## src/rtl/hazard_ctrl_unit.sv

```systemverilog
// Hazard controller for the 5-stage pipeline.
// Handles:
//   - load-use stalls
//   - branch hold-until-resolve
//   - multi-cycle IF/ID flush on a taken branch
//   - EX operand forwarding selects
//   - saturating stall/flush performance counters
// Stall and flush are Mealy outputs of a small FSM. They are forced low,
// together with the forwarding selects, while reset is asserted.
module hazard_ctrl_unit #(
    parameter int unsigned REG_AW     = 5,
    parameter int unsigned LOAD_STALL = 1,
    parameter int unsigned FLUSH_CYC  = 1,
    parameter int unsigned CNT_W      = 16
) (
    input  logic              i_clk,
    input  logic              i_reset,
    input  logic [REG_AW-1:0] i_rs1_id,
    input  logic [REG_AW-1:0] i_rs2_id,
    input  logic [REG_AW-1:0] i_rs1_ex,
    input  logic [REG_AW-1:0] i_rs2_ex,
    input  logic [REG_AW-1:0] i_rd_ex,
    input  logic [REG_AW-1:0] i_rd_mem,
    input  logic [REG_AW-1:0] i_rd_wb,
    input  logic              i_mem_read_ex,
    input  logic              i_reg_write_mem,
    input  logic              i_reg_write_wb,
    input  logic              i_branch_id,
    input  logic              i_branch_resolved,
    input  logic              i_branch_taken,
    input  logic              i_clr_cnt,
    output logic              o_stall,
    output logic              o_flush,
    output logic [1:0]        o_forward_a,
    output logic [1:0]        o_forward_b,
    output logic [CNT_W-1:0]  o_stall_cnt,
    output logic [CNT_W-1:0]  o_flush_cnt
);

    typedef enum logic [1:0] {
        StIdle,
        StLoadStall,
        StBrWait,
        StFlush
    } state_e;

    // The first stall/flush cycle is issued from IDLE, so the counter is
    // loaded with the number of cycles still to go after that one.
    localparam logic [3:0] LoadRem  = 4'(LOAD_STALL - 1);
    localparam logic [3:0] FlushRem = 4'(FLUSH_CYC - 1);

    localparam logic [1:0] FwdRegfile = 2'b00;
    localparam logic [1:0] FwdExMem   = 2'b10;
    localparam logic [1:0] FwdMemWb   = 2'b01;

    localparam logic [CNT_W-1:0] CntMax = '1;
    localparam logic [CNT_W-1:0] CntOne = CNT_W'(1);

    state_e           r_state;
    state_e           w_state_nxt;
    logic [3:0]       r_rem;
    logic [3:0]       w_rem_nxt;
    logic             w_stall_fsm;
    logic             w_flush_fsm;
    logic             w_load_haz;
    logic             w_br_taken;
    logic [1:0]       w_fwd_a;
    logic [1:0]       w_fwd_b;
    logic [CNT_W-1:0] r_stall_cnt;
    logic [CNT_W-1:0] r_flush_cnt;

    // Load-use hazard detection: x0 is never a real destination.
    always_comb begin
        w_load_haz = i_mem_read_ex && (i_rd_ex != '0) &&
                     ((i_rs1_id == i_rd_ex) || (i_rs2_id == i_rd_ex));
        w_br_taken = i_branch_resolved && i_branch_taken;
    end

    // State and remaining-cycle register.
    always_ff @(posedge i_clk or negedge i_reset) begin
        if (!i_reset) begin
            r_state <= StIdle;
            r_rem   <= '0;
        end else begin
            r_state <= w_state_nxt;
            r_rem   <= w_rem_nxt;
        end
    end

    // Next-state and Mealy stall/flush decode.
    always_comb begin
        w_state_nxt = r_state;
        w_rem_nxt   = r_rem;
        w_stall_fsm = 1'b0;
        w_flush_fsm = 1'b0;
        case (r_state)
            StIdle: begin
                if (w_load_haz) begin
                    w_stall_fsm = 1'b1;
                    if (LOAD_STALL > 1) begin
                        w_state_nxt = StLoadStall;
                        w_rem_nxt   = LoadRem;
                    end
                end else if (i_branch_id) begin
                    w_stall_fsm = 1'b1;
                    w_state_nxt = StBrWait;
                end else if (w_br_taken) begin
                    w_flush_fsm = 1'b1;
                    if (FLUSH_CYC > 1) begin
                        w_state_nxt = StFlush;
                        w_rem_nxt   = FlushRem;
                    end
                end
            end
            StLoadStall: begin
                w_stall_fsm = 1'b1;
                if (r_rem <= 4'd1) begin
                    w_state_nxt = StIdle;
                    w_rem_nxt   = '0;
                end else begin
                    w_rem_nxt = r_rem - 4'd1;
                end
            end
            StBrWait: begin
                // Hold the front end until the outcome arrives; load hazards
                // cannot occur behind a frozen ID stage.
                if (i_branch_resolved) begin
                    if (i_branch_taken) begin
                        w_flush_fsm = 1'b1;
                        if (FLUSH_CYC > 1) begin
                            w_state_nxt = StFlush;
                            w_rem_nxt   = FlushRem;
                        end else begin
                            w_state_nxt = StIdle;
                        end
                    end else begin
                        w_state_nxt = StIdle;
                    end
                end else begin
                    w_stall_fsm = 1'b1;
                end
            end
            StFlush: begin
                w_flush_fsm = 1'b1;
                if (r_rem <= 4'd1) begin
                    w_state_nxt = StIdle;
                    w_rem_nxt   = '0;
                end else begin
                    w_rem_nxt = r_rem - 4'd1;
                end
            end
            default: begin
                w_state_nxt = StIdle;
                w_rem_nxt   = '0;
            end
        endcase
    end

    // Forwarding selects: the younger MEM result wins over WB.
    always_comb begin
        w_fwd_a = FwdRegfile;
        w_fwd_b = FwdRegfile;
        if (i_reg_write_mem && (i_rd_mem != '0) && (i_rd_mem == i_rs1_ex)) begin
            w_fwd_a = FwdExMem;
        end else if (i_reg_write_wb && (i_rd_wb != '0) && (i_rd_wb == i_rs1_ex)) begin
            w_fwd_a = FwdMemWb;
        end
        if (i_reg_write_mem && (i_rd_mem != '0) && (i_rd_mem == i_rs2_ex)) begin
            w_fwd_b = FwdExMem;
        end else if (i_reg_write_wb && (i_rd_wb != '0) && (i_rd_wb == i_rs2_ex)) begin
            w_fwd_b = FwdMemWb;
        end
    end

    // Outputs are gated by reset so nothing leaks while reset is held.
    always_comb begin
        o_stall     = i_reset & w_stall_fsm;
        o_flush     = i_reset & w_flush_fsm;
        o_forward_a = i_reset ? w_fwd_a : FwdRegfile;
        o_forward_b = i_reset ? w_fwd_b : FwdRegfile;
        o_stall_cnt = r_stall_cnt;
        o_flush_cnt = r_flush_cnt;
    end

    // Saturating performance counters; a clear beats an increment.
    always_ff @(posedge i_clk or negedge i_reset) begin
        if (!i_reset) begin
            r_stall_cnt <= '0;
            r_flush_cnt <= '0;
        end else if (i_clr_cnt) begin
            r_stall_cnt <= '0;
            r_flush_cnt <= '0;
        end else begin
            if (w_stall_fsm && (r_stall_cnt != CntMax)) begin
                r_stall_cnt <= r_stall_cnt + CntOne;
            end
            if (w_flush_fsm && (r_flush_cnt != CntMax)) begin
                r_flush_cnt <= r_flush_cnt + CntOne;
            end
        end
    end

endmodule

```

## config.mk

```make
export PLATFORM = sky130hd
export DESIGN_NAME = hazard_ctrl_unit
export DESIGN_NICKNAME = d
export VERILOG_FILES = /design/src/rtl/hazard_ctrl_unit.sv
export SDC_FILE = /design/constraint.sdc
export NUM_CORES = 1
export LEC_CHECK = 0
export ABC_AREA = 1
export BUFFER_PORTS_ARGS = -buffer_cell sky130_fd_sc_hd__buf_2
export CORE_AREA = 2 2 108 89
export CTS_BUF_LIST = sky130_fd_sc_hd__clkbuf_8
export CTS_CLUSTER_SIZE = 40
export DETAILED_ROUTE_END_ITERATION = 10
export DIE_AREA = 0 0 110 91
export GPL_ROUTABILITY_DRIVEN = 0
export SLEW_MARGIN = 10
export SYNTH_ARGS = -nofsm -noshare
export SYNTH_HDL_FRONTEND = slang
export SYNTH_SLANG_ARGS = --single-unit
```

## constraint.sdc

```tcl
create_clock -name i_clk -period 2.7 [get_ports i_clk]
set_input_delay 0.27 -clock i_clk [delete_from_list [all_inputs] [get_ports i_clk]]
set_output_delay 0.27 -clock i_clk [all_outputs]
set_load 0.03 [all_outputs]
```

; Word level (Yosys, flattened, before mapping)
; Cells that the tools add are included.
[totals]
ff_bits = 38
elab_cells = 71
[classes]
n_addsub = 3
n_lt_le_gt_ge = 1
eq_ne = 15
muxes = 26
n_bitwise = 2
reduce_logical = 20
[ops]
columns = op, count
row1 = $mux 16, 4
row2 = $add 16x1->16 const B, 2
row3 = $ne 16x16->1 const B, 2
row4 = $eq 5x5->1, 6
row5 = $mux 2, 8
row6 = $reduce_bool 5->1, 3
row7 = $logic_and 1x1->1, 11
row8 = $mux 1, 10
row9 = $ne 2x2->1 const B, 3
row10 = $pmux 1 s3, 2
row11 = $pmux 2 s3, 1
row12 = $eq 2x2->1 const B, 2
row13 = $le 4x1->1 const B, 1
row14 = $mux 4, 1
row15 = $reduce_and 4->1, 1
row16 = $reduce_bool 2->1, 2
row17 = $sub 4x1->4 const B, 1
row18 = $and 1x1->1, 2
row19 = $eq 2x1->1 const B, 1
row20 = $logic_not 2->1, 1
row21 = $ne 2x1->1 const B, 1
row22 = $reduce_or 2->1, 1
row23 = $logic_or 1x1->1, 1

; Logic depth before layout (Yosys ltp)
; Gate-level depths: netlist of run 1.
[logic_depth]
ltp_word = 8
depth_mapped = 12
depth_no_buf = 11

; Least setup slack after synthesis of run 1
; No wires, ideal clock.
[synth_path]
path_type = register -> register
from = register r_stall_cnt[1], in the netlist o_stall_cnt[1]
to = register r_stall_cnt[4], in the netlist o_stall_cnt[4]
t_arrival_ps = 1839
t_required_ps = 2580
setup_slack_ps = 741
stages_incl_launch_ff = 10
path_buffers = 1
cell_sequence = dfrtp_1 ha_1 nand3_2 nor3_4 inv_2 nor3_4 nand4_4 buf_2 nand4_1 nand2_1
[synth_via]
elab_chain_len = 3
elab_cells_between_ends = 6
[synth_rtl]
columns = element, line_no
row1 = start: declaration, 69  ; logic [CNT_W-1:0] r_stall_cnt;
row2 = start signal: assignment, 195  ; r_stall_cnt <= r_stall_cnt + CntOne;
row3 = $add 16x1->16 / $ne 16x16->1 (equally long branches), "195, 194"
row4 = $mux 16 / $logic_and 1x1->1 (equally long branches), 194  ; if (w_stall_fsm && (r_stall_cnt != CntMax)) begin
row5 = $mux 16 / $reduce_bool 2->1 (equally long branches), n/a
; Parallel ways exist; a longest one is shown, timed or not. The select of a mux whose other input is x is not followed.
; A chain may end at the register's enable or synchronous reset.

; Worst setup path in the final report of run 1
[layout_path]
from = register r_stall_cnt[1], in the netlist o_stall_cnt[1]
to = register r_stall_cnt[15], in the netlist o_stall_cnt[15]
; The elaborated chain is that of the path after synthesis.

==> reports/qor.csv, run 1 <==
stage,metric,value,unit
power,Leak,1.817,nW
place,Area after DPL,3134,µm²
drt,number of vias per cell,4.582,
sta,Setup TNS,0,ns
sta,RSZ-0062 raised after global routing,no,
min_path,Hold Crit Class,primary input to asynchronous set/reset pin,
clock_tree,clk_lat worst skew,0.28,ns
synth,top post-synthesis cells by area,"dfrtp_1 (31%), nand2_1 (15%), nand3_1 (8.6%)",
cells_and_area,Syn-to-layout area delta,23.03,%
worst_setup_path,end of the worst register-to-register path,o_stall_cnt[15],
synth,syn nets,435,
clock_tree,CTS Buf Count,5,
worst_setup_path,most frequent CP cell,nor3_4,
die,die span in x,110,µm
die,core area,8882,µm²
worst_setup_path,nature of the critical path startpoint,flip-flop,
drt,DRC viols,0,
synth,"Distinct cells, synth",32,
global_route,first-pass GRT wire length,11230,µm
clock_tree,post-cts resize count,0,
global_route,gr ovfl total,0,
worst_setup_path,Crit Path Category,flip-flop to flip-flop,
die,Die H,91,µm
clock_tree,Max clock buf depth,2,
cells_and_area,most frequent cells in the layout,"nand2_1 (107), buf_2 (81), inv_1 (47), nand3_1 (45), nor2_1 (41)",
worst_setup_path,Crit. Startpoint,o_stall_cnt[1],
drt,First-pass DRT Iterations,4,
place,dpl hpwl,5213,µm
clock_tree,CTS sink cnt,33,
synth,Cells after Synth,389,
drt,Vias,2676,
clock_tree,Post-CTS Setup Inserts,0,
place,# port buffers,81,
synth,Yosys warning count,0,
drt,drt total wl,6972,µm
sta,"Min Clock Period, post-route",2.002,ns
sta,Slew @ Worst Pin,0.6076,ns
cells_and_area,share of post-route cells with drive strength above 1,0.2260,
synth,top cell type's share of synthesized area,0.3140,
global_route,pin count of the biggest net entering global routing,35,
clock_tree,root buffer cell,clkbuf_8,
cells_and_area,fin util,0.3643,
worst_setup_path,"Cell Chain, Critical Path","ha_1, nand3_2, nor3_4, inv_2, nor3_4, nand4_4, nand2_4, nand3_1, nand2_1",
worst_setup_path,max incr delay on CP,0.39,ns
sta,fin crit share,0.7416,
drt,Antenna Nets Post-Route,0,
cells_and_area,Sequential Area,825.8,µm²
sta,f_max,0.4994,GHz
worst_setup_path,CP Max Fanout,17,
die,# rows,31,
run,Max-cap violations,0,
cells_and_area,post-route cell area,3236,µm²
worst_setup_path,critical path endpoint,o_stall_cnt[15],
die,Initial Util,0.2961,
cells_and_area,multi-input logic area,1553,µm²
clock_tree,CTS H-tree depth,2,
worst_setup_path,Reg2Reg Setup Slack,0.70,ns
worst_setup_path,worst r2r path cells,9,
power,VDD IR max,0.1569,mV
cells_and_area,"commonest non-fill, non-tap cell in the layout",nand2_1,
cells_and_area,final net count,514,
global_route,number of global-route vias before repair,2390,
cells_and_area,# diodes,0,
global_route,total track usage,0.1391,
worst_setup_path,Worst EP arrival,2.23,ns
worst_setup_path,WP depth,9,
worst_setup_path,CP top delay family,simple AND/OR/NAND/NOR gates,
synth,synthesized cell area,2630,µm²
sta,final-report max-slew violation count,0,
sta,max_slew headroom,0.5945,
clock_tree,CTS hold repair buffers,0,
synth,mean area per synthesized cell,6.761,µm²
worst_setup_path,R2R Path Start,o_stall_cnt[1],
drt,DR iter-0 viols,141,
worst_setup_path,Crit-path slowest cell,dfrtp_1,
cells_and_area,Filler cells,969,
die,io pins,82,
synth,number of synthesized register bits,33,
synth,"Seq/Total Area, Yosys",0.3140,
sta,Worst Skew,0.004715,ns
power,Pwr per Cell Area,374.6,nW/µm²
sta,WHS,0.04044,ns
drt,WL/cell,11.94,µm
die,die outline area,10010,µm²
sta,final setup fails,0,
clock_tree,CTS clock-pin slew for the worst setup and hold paths,0.07,ns
run_status,status,"complete, no violations",
clock_tree,CTS tree,done,
worst_setup_path,crit path buf inv count,1,
worst_setup_path,Worst Setup End Kind,flip-flop,
worst_setup_path,WP data required,2.92,ns
global_route,antenna violations before repair,0,
synth,post-synth top area cell,dfrtp_1,
sta,final hold vios,0,
-- stage by stage --
step	power (mW)	worst slack, ns	std cells
after floorplan	0.7040	0.7414	389
after global placement	0.7990	0.7059	576
after detailed placement	0.8054	0.7176	576
after CTS	1.233	0.6916	584
after global routing	1.286	0.4428	584
final	1.212	0.6977	584
-- state kept, by name, summed over array words and instances, names as in the netlist --
register	count
o_flush_cnt	16
o_stall_cnt	16
r_state	1
-- final cells by class --
type	instances	share of cell area
Clock buffer	7	0.02978
Timing Repair Buffer	84	0.1323
Inverter	49	0.05684
Multi-Input combinational cell	295	0.4799
Tap cell	115	0.04447
Clock inverter	1	0.001547
Sequential cell	33	0.2552
-- per-layer routing --
metal  up-vias  global-route usage  routed length, µm
li1       1404                   -                  -
met1      1198              0.1902               3298
met2        69              0.2193               3123
met3         5             0.03230                484
met4         0             0.03586                 65
met5         -                   0                  0
-- where the power goes --
part	leakage [nW]	switching (mW)	internal, mW
sequential	0.456	0.0150	0.509
combinational	1.31	0.180	0.0889
clock	0.0542	0.189	0.231
-- cell usage after synthesis, drive strengths merged --
master   instances
nor4             4
xnor2           15
dfrtp           33
o21bai           1
nor2            43
inv             49
buf              7
o22ai            2
a21oi            8
ha               2
o2111ai          1
xor2            21
nand3           47
clkbuf           5
and3             1
nand4           20
o21ai            8
nand2          109
nor3b            2
or2              2
nor3             9
-- how the worst min path moves through the flow --
stage / startpoint / to / slack [ns] / cells past startpoint
2_1_floorplan: i_reset / o_flush_cnt[0] / -0.03 / 0
3_3_place_gp: i_reset / o_stall_cnt[8] / 0.37 / 2
3_5_place_dp: i_reset / o_stall_cnt[9] / 0.37 / 2
4_1_cts: i_reset / o_stall_cnt[9] / 0.06 / 2
5_1_grt: i_reset / o_stall_cnt[9] / 0.08 / 2
6_report: i_reset / o_stall_cnt[9] / 0.04 / 2
-- logic make-up (layout without fill, tap and decap cells) --
family	count (synthesis)	after routing	share of synthesized area
compound gates	20	20	0.04139
fa+ha+maj	2	2	0.009513
buf+inv	61	141	0.09562
simple gates	237	237	0.4196
xor+xnor	36	36	0.1199
flops	33	33	0.3140
No activity file was read; power rests on OpenSTA's default activity.
==> run 2: changes to the inputs <==
ABC_AREA = 0   (was 1)
CORE_AREA = 2 2 100 83   (was 2 2 108 89)
DIE_AREA = 0 0 102 85   (was 0 0 110 91)
clock period = 1.9 ns   (was 2.7 ns; I/O delays follow)
==> run 2 against run 1 <==
  * The run now ends with negative setup slack left
  * Synthesized cell count is 37% lower
  * Cell count shrank 15%
  * Sequential cell count did not move
  * Clock power is 27% higher
  * Sequential power grew 40%
  * Worst hold slack improved by 0.16 ns
  * First-iteration DRC count down 39%
  * Via count decreased by 11%
  * Sequential share of layout area shrank 3.2 points
  * Largest cell class unchanged
==> reports/qor.csv, run 2 <==
stage,metric,value,unit,change
sta,Setup TNS,-1.543,ns,was 0 ns
cells_and_area,most frequent cells in the layout,"buf_2 (76), buf_4 (51), xnor2_1 (27), nor2_1 (25), nand2_1 (24)",,"was nand2_1 (107), buf_2 (81), inv_1 (47), nand3_1 (45), nor2_1 (41)"
synth,Yosys warning count,0,,unchanged
global_route,first-pass GRT wire length,10470,µm,"was 11,230 µm"
synth,top post-synthesis cells by area,"dfrtp_1 (37%), xnor2_1 (12%), xor2_1 (7.8%)",,"was dfrtp_1 (31%), nand2_1 (15%), nand3_1 (8.6%)"
synth,"EDFF count, synth",0,,unchanged
run_status,status,"complete, but fails checks",,"was complete, no violations"
synth,synthesized cell area,2232,µm²,was 2630 µm²
synth,most frequent cell after synthesis,dfrtp_1,,was nand2_1
drt,routed wl met2,3521,µm,was 3123 µm
sta,fin crit share,1.092,,was 0.7416
worst_setup_path,CP Max Fanout,3,,was 17
worst_setup_path,WP data required,2.05,ns,was 2.92 ns
place,Area after DPL,3196,µm²,was 3134 µm²
sta,f_max,0.4820,GHz,was 0.4994 GHz
synth,Main synth FF type,dfrtp_1,,unchanged
clock_tree,CTS clock-pin slew for the worst setup and hold paths,0.08,ns,was 0.07 ns
worst_setup_path,worst r2r path cells,8,,was 9
synth,post-synth top area cell,dfrtp_1,,unchanged
min_path,cell depth of the worst hold path,3,,
sta,WHS,0.2015,ns,was 0.04044 ns
drt,met1 wire length,3038,µm,was 3298 µm
min_path,Hold Crit Class,primary input to flip-flop,,was primary input to asynchronous set/reset pin
synth,"Seq/Total Area, Yosys",0.3700,,was 0.3140
die,io pins,82,,unchanged
synth,mean area per synthesized cell,9.037,µm²,was 6.761 µm²
worst_setup_path,Crit Path Category,flip-flop to flip-flop,,unchanged
place,placed cell count,473,,was 576
drt,First-pass DRT Iterations,4,,unchanged
clock_tree,root buffer cell,clkbuf_8,,unchanged
clock_tree,clk_lat worst skew,0.29,ns,was 0.28 ns
sta,RSZ-0062 raised after global routing,yes,,was no
clock_tree,CTS H-tree depth,2,,unchanged
run,Max-cap violations,0,,unchanged
cells_and_area,# diodes,0,,unchanged
worst_setup_path,Crit-path slowest cell,or3b_4,,was dfrtp_1
worst_setup_path,Worst EP arrival,2.23,ns,about the same
worst_setup_path,end of the worst register-to-register path,o_stall_cnt[15],,unchanged
drt,Top Metal Used,met4,,unchanged
sta,Slew @ Worst Pin,0.6886,ns,was 0.6076 ns
drt,Antenna Nets Post-Route,0,,unchanged
cells_and_area,final net count,435,,was 514
worst_setup_path,critical path endpoint,o_stall_cnt[15],,unchanged
worst_setup_path,nature of the critical path startpoint,flip-flop,,unchanged
place,# port buffers,81,,unchanged
worst_setup_path,Worst Setup End Kind,flip-flop,,unchanged
drt,number of vias per cell,4.797,,was 4.582
drt,WL/cell,13.88,µm,was 11.94 µm
die,Initial Util,0.2902,,was 0.2961
synth,"Distinct cells, synth",41,,was 32
sta,final-report max-slew violation count,0,,unchanged
worst_setup_path,max incr delay on CP,0.40,ns,was 0.39 ns
clock_tree,Max clock buf depth,2,,unchanged
power,Leak,1.717,nW,was 1.817 nW
global_route,gr ovfl total,0,,unchanged
synth,top post-synthesis cells by count,"dfrtp_1 (33), xnor2_1 (31), nor2_1 (27), nand2_1 (26), xor2_1 (20)",,"was nand2_1 (107), inv_1 (47), nand3_1 (45), nor2_1 (41), dfrtp_1 (33)"
die,die outline area,8670,µm²,"was 10,010 µm²"
drt,DR iter-0 viols,86,,was 141
sta,"Min Clock Period, post-route",2.075,ns,was 2.002 ns
global_route,number of global-route vias before repair,2201,,"was 2,390"
worst_setup_path,"Cell Chain, Critical Path","and4_4, and3_4, nand4_4, or3b_4, buf_4, a2111oi_4, xnor2_1, nor2_1",,"was ha_1, nand3_2, nor3_4, inv_2, nor3_4, nand4_4, nand2_4, nand3_1, nand2_1"
cells_and_area,"commonest non-fill, non-tap cell in the layout",buf_2,,was nand2_1
worst_setup_path,R2R Path Start,o_stall_cnt[4],,was o_stall_cnt[1]
power,share of power burned in the clock network,0.308,,was 0.346
power,Pwr per Cell Area,459.9,nW/µm²,was 374.6 nW/µm²
sta,final hold vios,0,,unchanged
sta,Worst Skew,0.009928,ns,was 0.004715 ns
cells_and_area,final std cells w/o fill,498,,was 584
global_route,total track usage,0.1501,,was 0.1391
drt,drt total wl,6913,µm,was 6972 µm
place,dpl hpwl,4872,µm,was 5213 µm
worst_setup_path,Crit. Startpoint,o_stall_cnt[4],,was o_stall_cnt[1]
drt,DRC viols,0,,unchanged
synth,syn nets,293,,was 435
clock_tree,CTS Buf Count,5,,unchanged
die,# rows,29,,was 31
synth,Synth async-reset ratio,1.000,,unchanged
worst_setup_path,Reg2Reg Setup Slack,-0.17,ns,was 0.70 ns
synth,Cells after Synth,247,,was 389
die,core area,7692,µm²,was 8882 µm²
power,Flop pwr share,0.421,,was 0.432
die,Die H,85,µm,was 91 µm
drt,Vias,2389,,"was 2,676"
run_status,failing checks,negative setup slack,,
global_route,pin count of the biggest net entering global routing,40,,was 35
sta,final setup fails,15,,was 0
power,Overall Power,1.734,mW,was 1.212 mW
global_route,antenna violations before repair,0,,unchanged
drt,WL met3,280,µm,was 484 µm
synth,top cell type's share of synthesized area,0.3700,,was 0.3140
power,switching share of power,0.3195,,was 0.3168
synth,number of synthesized register bits,33,,unchanged
power,VDD IR max,0.2663,mV,was 0.1569 mV
cells_and_area,Syn-to-layout area delta,68.95,%,was 23.03%
sta,Final WS setup,-0.1749,ns,was 0.6977 ns
clock_tree,CTS tree,done,,unchanged
cells_and_area,share of post-route cells with drive strength above 1,0.5436,,was 0.2260
sta,max_slew headroom,0.5410,,was 0.5945
die,die span in x,102,µm,was 110 µm
cells_and_area,post-route cell area,3771,µm²,was 3236 µm²
clock_tree,CTS sink cnt,33,,unchanged
power,logic gate share of total power,0.270,,was 0.222
power,Internal,1.180,mW,was 0.8281 mW
power,P_sw,0.5541,mW,was 0.3840 mW
## run 2: changes by cell type in the layout (fill, tap and decap cells not counted), sizes merged, moves of 5 or more
cell | previous run | this run
a21oi | 8 | 3
buf | 84 | 142
inv | 49 | 0
nand2 | 109 | 26
nand3 | 47 | 12
nand4 | 20 | 5
nor2 | 43 | 27
nor2b | 0 | 7
nor4 | 4 | 12
or4 | 0 | 11
xnor2 | 15 | 31
## run 2: critical path, delay by kind of cell, from the launching register on
kind	cells	cell delay [ns]
AO/OA/AOI/OAI	1	0.20
buffers and inverters	1	0.15
flip-flops	1	0.39
AND/OR/NAND/NOR	5	1.00
XOR/XNOR	1	0.18
## run 2: final cells by class
type                       count  area [µm²]
fill                         755        3921
timing repair buffer         143       959.7
sequential                    33       840.8
multi-input combinational    206        1749
clock buffer                   5       68.82
clock inverter                 3       17.52
tap                          108       135.1
## run 2: what timing repair did
item                       CTS  global route
pin swaps                   14            28
setup endpoints to repair   18            26
hold buffers                 1             0
gates resized for setup     18            48
cloned                       0             1
setup buffers                3            13
hold endpoints to repair    20             0
## run 2: kinds of logic (layout without fill, tap and decap cells)
| group | after synthesis | in the layout | synth area share |
|---|---|---|---|
| AO/OA/AOI/OAI | 26 | 27 | 0.09025 |
| XOR/XNOR | 51 | 51 | 0.2001 |
| adder cells (fa/ha/maj) | 2 | 2 | 0.01121 |
| buffers and inverters | 9 | 151 | 0.01905 |
| flip-flops | 33 | 33 | 0.3700 |
| multiplexers | 5 | 5 | 0.02354 |
| AND/OR/NAND/NOR | 121 | 121 | 0.2859 |
## run 2: power by group through the flow
stage               logic (mW)  clock network (mW)  registers [mW]
CTS                      0.392               0.546           0.727
finish                   0.469               0.535           0.731
floorplan                0.165                   0           0.766
detailed placement       0.367                   0           0.741
global placement         0.361                   0           0.741
global route             0.508               0.573           0.733
## run 2: worst min-delay path by stage
stage                start        endpoint
2_1_floorplan      i_reset  o_flush_cnt[0]
3_3_place_gp       i_reset  o_stall_cnt[8]
3_5_place_dp       i_reset  o_stall_cnt[8]
4_1_cts        i_branch_id      r_state[1]
5_1_grt        i_branch_id      r_state[1]
6_report       i_branch_id      r_state[1]
## run 2: metrics by stage
step,utilization,setup slack [ns]
2_1_floorplan,-,-0.2208
3_3_place_gp,0.4154,-0.2424
3_5_place_dp,0.4154,-0.2581
4_1_cts,0.4414,-0.1611
5_1_grt,0.4902,-0.2155
6_report,0.4902,-0.1749
## run 2: layer usage
layer,GRT usage,vias up
li1,-,1170
met1,0.2052,1160
met2,0.2452,54
met3,0.02554,5
met4,0.04121,0
met5,0,-
==> run 3: changes to the inputs <==
RECOVER_POWER = 100   (was unset)
SETUP_SLACK_MARGIN = 0.3   (was unset)
SLEW_MARGIN = 20   (was 10)
==> run 3 against run 2 <==
  * The flow still finishes with violations (negative setup slack)
  * Clock power decreased by 2%
  * Cell count decreased by 0.80%
  * Wire length increased by 3.1%
  * Worst hold slack about the same
  * Die area unchanged
  * Clock-buffer cell count unchanged
  * Combinational power increased by 3%
  * Critical endpoint unchanged
  * Highest routed layer unchanged
==> reports/qor.csv, run 3 (synthesis results as in run 2) <==
stage,metric,value,unit,change
drt,drt total wl,7126,µm,was 6913 µm
clock_tree,CTS H-tree depth,2,,unchanged
die,die outline area,8670,µm²,unchanged
die,core area,7692,µm²,unchanged
die,Initial Util,0.2902,,unchanged
sta,max_slew headroom,0.3697,,was 0.5410
run_status,failing checks,negative setup slack,,unchanged
drt,First-pass DRT Iterations,4,,unchanged
die,die span in x,102,µm,unchanged
cells_and_area,"commonest non-fill, non-tap cell in the layout",buf_2,,unchanged
cells_and_area,most frequent cells in the layout,"buf_2 (56), buf_4 (45), xnor2_1 (28), nand2_1 (25), nor2_1 (25)",,"was buf_2 (76), buf_4 (51), xnor2_1 (27), nor2_1 (25), nand2_1 (24)"
worst_setup_path,"Cell Chain, Critical Path","and4_4, and3_4, nand4_4, or3b_4, a2111oi_4, xnor2_1, nor2_1",,"was and4_4, and3_4, nand4_4, or3b_4, buf_4, a2111oi_4, xnor2_1, nor2_1"
drt,Vias,2387,,"was 2,389"
sta,final setup fails,2,,was 15
run_status,status,"complete, but fails checks",,unchanged
clock_tree,CTS Buf Count,5,,unchanged
clock_tree,root buffer cell,clkbuf_8,,unchanged
power,Leak,1.711,nW,was 1.717 nW
clock_tree,CTS sink cnt,33,,unchanged
global_route,pin count of the biggest net entering global routing,40,,unchanged
drt,Antenna Nets Post-Route,0,,unchanged
worst_setup_path,max incr delay on CP,0.44,ns,was 0.40 ns
clock_tree,CTS tree,done,,unchanged
cells_and_area,# diodes,0,,unchanged
die,Die H,85,µm,unchanged
place,Place WS,-0.2470,ns,was -0.2581 ns
cells_and_area,final net count,431,,was 435
worst_setup_path,CP Max Fanout,3,,unchanged
drt,number of vias per cell,4.832,,was 4.797
global_route,antenna violations before repair,0,,unchanged
drt,DR iter-0 viols,52,,was 86
die,# rows,29,,unchanged
global_route,number of global-route vias before repair,2494,,"was 2,201"
place,dpl hpwl,4932,µm,was 4872 µm
worst_setup_path,WP data required,2.04,ns,was 2.05 ns
worst_setup_path,Crit Path Category,flip-flop to flip-flop,,unchanged
clock_tree,CTS clock-pin slew for the worst setup and hold paths,0.07,ns,was 0.08 ns
worst_setup_path,nature of the critical path startpoint,flip-flop,,unchanged
global_route,total track usage,0.1719,,was 0.1501
run,Max-cap violations,0,,unchanged
sta,"Min Clock Period, post-route",1.906,ns,was 2.075 ns
sta,Slew @ Worst Pin,0.9454,ns,was 0.6886 ns
power,VDD IR max,0.2412,mV,was 0.2663 mV
worst_setup_path,Crit-path slowest cell,or3b_4,,unchanged
power,Overall Power,1.737,mW,was 1.734 mW
sta,RSZ-0062 raised after global routing,yes,,unchanged
cells_and_area,fin util,0.5129,,was 0.4902
sta,WHS,0.2012,ns,was 0.2015 ns
drt,WL/cell,14.43,µm,was 13.88 µm
power,Pwr per Cell Area,440.2,nW/µm²,was 459.9 nW/µm²
sta,Final WS setup,-0.006296,ns,was -0.1749 ns
sta,final hold vios,0,,unchanged
worst_setup_path,Worst Setup End Kind,flip-flop,,unchanged
sta,Worst Skew,0.001750,ns,was 0.009928 ns
clock_tree,Max clock buf depth,2,,unchanged
sta,fin crit share,1.003,,was 1.092
clock_tree,CTS hold repair buffers,0,,was 1
clock_tree,clk_lat worst skew,0.28,ns,was 0.29 ns
min_path,Hold Crit Class,primary input to asynchronous set/reset pin,,was primary input to flip-flop
worst_setup_path,Worst EP arrival,2.05,ns,was 2.23 ns
global_route,gr ovfl total,0,,unchanged
place,# port buffers,81,,unchanged
cells_and_area,Syn-to-layout area delta,76.74,%,was 68.95%
cells_and_area,share of post-route cells with drive strength above 1,0.5415,,was 0.5436
sta,final-report max-slew violation count,0,,unchanged
sta,Setup TNS,-0.009032,ns,was -1.543 ns
die,io pins,82,,unchanged
global_route,first-pass GRT wire length,11930,µm,"was 10,470 µm"
sta,f_max,0.5246,GHz,was 0.4820 GHz
drt,DRC viols,0,,unchanged
run 3: path summary, 6_finish.rpt:
kind	from	end	slack (ns)	cells after the start
min	i_reset	o_flush_cnt[12]	0.20	2
max	o_stall_cnt[4]	o_stall_cnt[15]	-0.006	7
max reg2reg	o_stall_cnt[4]	o_stall_cnt[15]	-0.006	7
min in group i_clk	i_branch_id	r_state[1]	0.21	3
min reg2reg	o_stall_cnt[7]	o_stall_cnt[7]	0.59	2
max in group asynchronous	i_reset	o_stall_cnt[4]	1.04	2
run 3: report_power, final:
group | leakage, nW | switching (mW) | internal [mW] | total, mW
combinational | 1.23 | 0.267 | 0.217 | 0.484
sequential | 0.435 | 0.0158 | 0.715 | 0.731
clock | 0.0491 | 0.273 | 0.249 | 0.522
run 3: layout make-up:
class / count / area, µm²
fill: 735 / 3747
multi-input combinational: 205 / 1883
timing repair buffer: 140 / 1002
sequential: 33 / 842.1
tap: 108 / 135.1
clock buffer: 5 / 68.82
clock inverter: 3 / 13.76
run 3: routing by layer:
| layer | GRT usage | vias to the layer above | wire [µm] |
|---|---|---|---|
| met5 | 0 | - | 0 |
| met4 | 0.03273 | 0 | 42 |
| met3 | 0.03624 | 5 | 325 |
| met2 | 0.2889 | 55 | 3516 |
| met1 | 0.2298 | 1161 | 3242 |
| li1 | - | 1166 | - |
run 3: critical path: cells and delay by family (launching register included):
family | cells | cell delay, ns
simple gates | 5 | 1.04
flops | 1 | 0.37
compound gates | 1 | 0.21
xor+xnor | 1 | 0.15
run 3: metrics by stage:
step | cell area (µm²) | instances
final | 3945 | 494
after global routing | 3945 | 494
after CTS | 3780 | 487
after detailed placement | 3224 | 463
after global placement | 3224 | 463
after floorplan | 2464 | 247
run 3: timing repair:
action                                  in CTS  in global routing
resized for setup                           74                 20
cloned                                       0                  0
endpoints found under the setup margin      37                 38
endpoints found under the hold margin        0                  0
pin swaps                                   30                 24
setup buffers                               16                  7
